### src/rtl/block_lock_extractor.sv
// Confirms the aligner's candidate 64b/66b offset with consecutive good sync headers, then holds it,
// extracts aligned 66-bit blocks and drops lock when too many bad headers land in one window.
module block_lock_extractor #(
    parameter int LOCK_CNT = 64,
    parameter int WIN_LEN  = 1024,
    parameter int BAD_MAX  = 16
) (
    input  logic         clk_i,
    input  logic         rst_i,
    input  logic [193:0] gbox_buffer,
    input  logic         buffer_dv,
    input  logic         is_synced,
    input  logic [6:0]   offset_pos,
    output logic [1:0]   blk_hdr,
    output logic [63:0]  blk_data,
    output logic         blk_dv,
    output logic         locked,
    output logic [6:0]   lock_offset,
    output logic [7:0]   unlock_cnt
);

    localparam int GW = $clog2(LOCK_CNT) + 1;
    localparam int WW = $clog2(WIN_LEN) + 1;
    localparam int BW = $clog2(BAD_MAX) + 1;
    localparam logic [7:0] MAX_OFFSET = 8'd128;

    typedef enum logic [1:0] {
        ST_HUNT,
        ST_CHECK,
        ST_LOCKED
    } state_e;

    state_e          state_q, state_d;
    logic [6:0]      lock_offset_q, lock_offset_d;
    logic [GW-1:0]   good_cnt_q, good_cnt_d;
    logic [WW-1:0]   win_cnt_q, win_cnt_d;
    logic [BW-1:0]   bad_cnt_q, bad_cnt_d;
    logic [1:0]      blk_hdr_q, blk_hdr_d;
    logic [63:0]     blk_data_q, blk_data_d;
    logic            blk_dv_q, blk_dv_d;
    logic            locked_q, locked_d;
    logic [7:0]      unlock_cnt_q, unlock_cnt_d;

    logic [65:0]     win;
    logic            hdr_good;
    logic            cand_ok;
    logic [GW-1:0]   good_inc;
    logic [BW-1:0]   bad_sum;

    // The header is always taken at the held offset, never at the aligner's live candidate.
    assign win      = 66'(gbox_buffer >> lock_offset_q);
    assign hdr_good = (win[65:64] == 2'b01) || (win[65:64] == 2'b10);
    assign cand_ok  = is_synced && ({1'b0, offset_pos} <= MAX_OFFSET);
    assign good_inc = good_cnt_q + GW'(1);
    assign bad_sum  = bad_cnt_q + BW'(!hdr_good);

    always_comb begin
        // NOTE: every next-state value defaults to hold first, so no path can infer a latch.
        state_d       = state_q;
        lock_offset_d = lock_offset_q;
        good_cnt_d    = good_cnt_q;
        win_cnt_d     = win_cnt_q;
        bad_cnt_d     = bad_cnt_q;
        blk_hdr_d     = blk_hdr_q;
        blk_data_d    = blk_data_q;
        blk_dv_d      = 1'b0;
        unlock_cnt_d  = unlock_cnt_q;

        if (buffer_dv) begin
            unique case (state_q)
                ST_HUNT: begin
                    if (cand_ok) begin
                        lock_offset_d = offset_pos;
                        good_cnt_d    = '0;
                        state_d       = ST_CHECK;
                    end
                end
                ST_CHECK: begin
                    if (!cand_ok || (offset_pos != lock_offset_q)) begin
                        state_d = ST_HUNT;
                    end else if (!hdr_good) begin
                        state_d = ST_HUNT;
                    end else if (good_inc == GW'(LOCK_CNT)) begin
                        state_d   = ST_LOCKED;
                        win_cnt_d = '0;
                        bad_cnt_d = '0;
                    end else begin
                        good_cnt_d = good_inc;
                    end
                end
                ST_LOCKED: begin
                    // The block that trips unlock is still emitted so the decoder can flag it.
                    blk_dv_d   = 1'b1;
                    blk_hdr_d  = win[65:64];
                    blk_data_d = win[63:0];
                    if (bad_sum == BW'(BAD_MAX)) begin
                        state_d = ST_HUNT;
                        if (unlock_cnt_q != 8'hFF) begin
                            unlock_cnt_d = unlock_cnt_q + 8'd1;
                        end
                    end else if (win_cnt_q == WW'(WIN_LEN - 1)) begin
                        win_cnt_d = '0;
                        bad_cnt_d = '0;
                    end else begin
                        win_cnt_d = win_cnt_q + WW'(1);
                        bad_cnt_d = bad_sum;
                    end
                end
                default: state_d = ST_HUNT;
            endcase
        end

        locked_d = (state_d == ST_LOCKED);
    end

    always_ff @(posedge clk_i) begin
        // NOTE: sequential state uses non-blocking assignments so every register samples pre-edge values.
        if (rst_i) begin
            state_q       <= ST_HUNT;
            lock_offset_q <= '0;
            good_cnt_q    <= '0;
            win_cnt_q     <= '0;
            bad_cnt_q     <= '0;
            blk_hdr_q     <= '0;
            blk_data_q    <= '0;
            blk_dv_q      <= 1'b0;
            locked_q      <= 1'b0;
            unlock_cnt_q  <= '0;
        end else begin
            state_q       <= state_d;
            lock_offset_q <= lock_offset_d;
            good_cnt_q    <= good_cnt_d;
            win_cnt_q     <= win_cnt_d;
            bad_cnt_q     <= bad_cnt_d;
            blk_hdr_q     <= blk_hdr_d;
            blk_data_q    <= blk_data_d;
            blk_dv_q      <= blk_dv_d;
            locked_q      <= locked_d;
            unlock_cnt_q  <= unlock_cnt_d;
        end
    end

    assign blk_hdr     = blk_hdr_q;
    assign blk_data    = blk_data_q;
    assign blk_dv      = blk_dv_q;
    assign locked      = locked_q;
    assign lock_offset = lock_offset_q;
    assign unlock_cnt  = unlock_cnt_q;

endmodule

### config.mk
export PLATFORM = sky130hd
export DESIGN_NAME = block_lock_extractor
export DESIGN_NICKNAME = d
export VERILOG_FILES = /design/src/rtl/block_lock_extractor.sv
export SDC_FILE = /design/constraint.sdc
export NUM_CORES = 1
export LEC_CHECK = 0
export ABC_AREA = 1
export CORE_ASPECT_RATIO = 0.5
export CORE_MARGIN = 5
export CORE_UTILIZATION = 25
export CTS_CLUSTER_SIZE = 14
export DETAILED_ROUTE_END_ITERATION = 10
export GPL_TIMING_DRIVEN = 0
export SYNTH_ARGS = -nofsm -noshare
export SYNTH_HDL_FRONTEND = slang
export SYNTH_SLANG_ARGS = --single-unit
### constraint.sdc
create_clock -name clk_i -period 8.5 [get_ports clk_i]
set_clock_uncertainty 0.05 [all_clocks]
set_input_delay 1.275 -clock clk_i [delete_from_list [all_inputs] [get_ports clk_i]]
set_output_delay 1.275 -clock clk_i [all_outputs]
set_load 0.05 [all_outputs]
==> qor.txt <==
Synth warn: 0
Pre-CTS setup slack: 2540 ps
CTS tree: built
Multi-input gate area: 13000 um^2
Worst r2r src: lock_offset[2]
# DRC: 0
Final HPWL DP: 144000 um
Clock root cell: clkbuf_16
Ys async rst share: 0
Pwr Density: 163 nW/um^2
Fin nets: 3710
Count of max-cap constraint violations: 5
Final WL: 180000 um
CTS Buf Count: 9
Fin worst setup slack: 2530 ps
Final number of setup-violating endpoints: 0
Crit path max fanout: 10
Failing checks: capacitance limit, slew limit
Rows: 67
Cell taking the most area after synthesis: nand3_1
Synth Instances: 3180
FMAX: 168 MHz
Worst-path clk slew: 90 ps
Syn avg cell area: 5.32 um^2
Post-route cell area: 21400 um^2
Num ports: 288
Die footprint: 73200 um^2
Longest Clk Path Bufs: 2
Fin crit share: 0.702
VDD IR max: 0.0000797 V
Pins Over Slew Limit: 31
Htree depth: 3
Sink Count: 108
Arrival @ worst endpoint: 6210 ps
Hold-fix buffers, CTS: 0
Worst hold path class: reg2reg
HP Start: win_cnt_q[10]
Post-synth EDFFs: 0
Largest net degree at the start of global routing: 20
Global-route wire length before repair: 232000 um
Post-synthesis sequential area ratio: 0.128
Mapped cell area: 16900 um^2
GPL Wtd Cong: 1.16
Req. time, crit path: 8740 ps
Share of cells above drive strength 1: 0.0579
Initial Utilization: 0.252
All-Layer GR Usage: 0.465
Most common cell in the netlist: nand2_1
Via Count: 28600
Die X: 378 um
WHS: 394 ps
Final Critical Period: 5970 ps
Yosys reg bits: 108
Synth-to-layout area growth: 26.7%
DR pass1 iterations: 9
Total power: 3500 uW
Leak: 0.00922 uW
Cell Area, Placed: 21000 um^2
Slew Limit Headroom: -0.0488
FF/Latch Area: 2160 um^2
Worst skew pair latency: 400 ps
Crit start category: flop
Critical path class: reg2reg
Fill count: 7725
Post-CTS Setup Inserts: 0
Yosys cell types: 45
Outcome: finished with violations
Final hold vios: 0
Vias per std cell: 6.48
Die height: 194 um
CP Launch Point: lock_offset[2]
Crit. End Element: flop
Initial antenna violation count: 39
PortBufs: 286
Wire per inst: 40.7 um
ANT nets after route: 0
Most common flop cell mapped by yosys: dfxtp_1
Synth area leaders: nand3_1 26%, nand2_1 22%, dfxtp_1 13%, o211ai_1 7.1%, o21ai_0 5.7%
Slew @ Worst Pin: 1560 ps
RSZ-0062 raised after global routing: no
Grt total ovfl: 0
Post-synth top cells: 998 x nand2_1, 885 x nand3_1, 194 x o21ai_0
PostCTS Resize Cnt: 0
TNS Setup: 0 ps
Starting DRT DRC Count: 5575
Net count after synthesis: 3390
Core box area: 67000 um^2
Top cell type's share of synthesized area: 0.262
Vias in the first global route: 25000
[final timing paths]
| check | endpoint | slack, ps | cells after the start |
|---|---|---|---|
| setup / recovery | unlock_cnt[7] | 2530 | 26 |
| hold / removal | win_cnt_q[10] | 390 | 2 |
| setup reg to reg | unlock_cnt[7] | 2530 | 26 |
| hold reg to reg | win_cnt_q[10] | 390 | 2 |
[cell type report]
type                            count  share of cell area
Multi-Input combinational cell   2667               0.606
Timing Repair Buffer              309               0.143
Sequential cell                   108               0.101
Clock inverter                      6             0.00257
Antenna cell                       15             0.00175
Inverter                          130              0.0229
Tap cell                          897              0.0524
Clock buffer                        9              0.0105
Buffer                            275              0.0600
[registers in the layout (all words and copies together), names as in the netlist]
signal and flops:
blk_data 64, win_cnt_q 11, unlock_cnt 8, good_cnt_q 7
lock_offset 7, bad_cnt_q 5, blk_hdr 2, state_q 2
blk_dv 1, locked 1
[worst max-delay path, stage by stage (launching register included)]
cell and delay [ps]:
dfxtp_1 340, buf_2 240, inv_2 250, clkbuf_1 820, nand3_1 510, nand3_1 290, nand3_1 150, nand2_1 150
nand2_1 80, nand2_1 70, nand2_1 50, nand2_1 100, nand2_1 180, nand2_1 280, inv_1 80, ha_1 200
ha_1 290, nor2_1 110, nand2_1 60, nor3_1 510, nand2_1 210, nor3_1 230, nand2_1 110, nor2_1 140
nand2_1 80, o21ai_0 170, nor2_1 70
[where the power goes]
part / leakage [uW] / internal, uW / total [uW] / switching, uW
Clock: 0.000132 / 204 / 451 / 246
Sequential: 0.000878 / 530 / 548 / 17.7
Combinational: 0.00821 / 582 / 2500 / 1920
Total: 0.00922 / 1320 / 3500 / 2190
[routing by layer]
metal / wire length (um) / part of all wire / vias to the layer above / track usage
met4: 6800 / 0.038 / 46 / 0.138
li1: - / - / 11600 / -
met5: 480 / 0.0027 / - / 0
met2: 65700 / 0.37 / 2494 / 0.605
met1: 75500 / 0.42 / 14000 / 0.632
met3: 31200 / 0.17 / 474 / 0.277
[per-stage QoR]
| step | util | std cells |
|---|---|---|
| 2_1_floorplan | - | 3180 |
| 3_3_place_gp | 0.312 | 4363 |
| 3_5_place_dp | 0.314 | 4381 |
| 4_1_cts | 0.318 | 4396 |
| 5_1_grt | 0.319 | 4404 |
| 6_report | 0.320 | 4416 |
[cells by family after synthesis]
group / Yosys count / share of synthesized area
compound gates: 546 / 0.198
buf+inv: 405 / 0.105
flops: 108 / 0.128
mux: 34 / 0.0201
xor+xnor: 17 / 0.00881
fa+ha+maj: 5 / 0.00370
simple gates: 2065 / 0.536
[layout by cell type (no fill, tap or decap), types with 5 or more instances in the layout]
cell,n
o21a_1,43
mux2i_1,34
buf_2,79
inv_1,124
clkdlybuf4s50_1,286
nand3_1,885
or2_1,13
buf_4,31
diode_2,15
nor3_1,11
xnor2_1,8
clkbuf_16,9
xor2_1,9
nand4_1,7
buf_1,46
buf_6,19
clkbuf_1,122
o21ai_1,52
ha_1,5
o21ai_0,176
dfxtp_1,108
or2_2,47
o211ai_1,161
nor2_1,95
a21oi_1,63
a31oi_1,30
nand2_1,998
No activity file was read; power rests on OpenSTA's default activity.
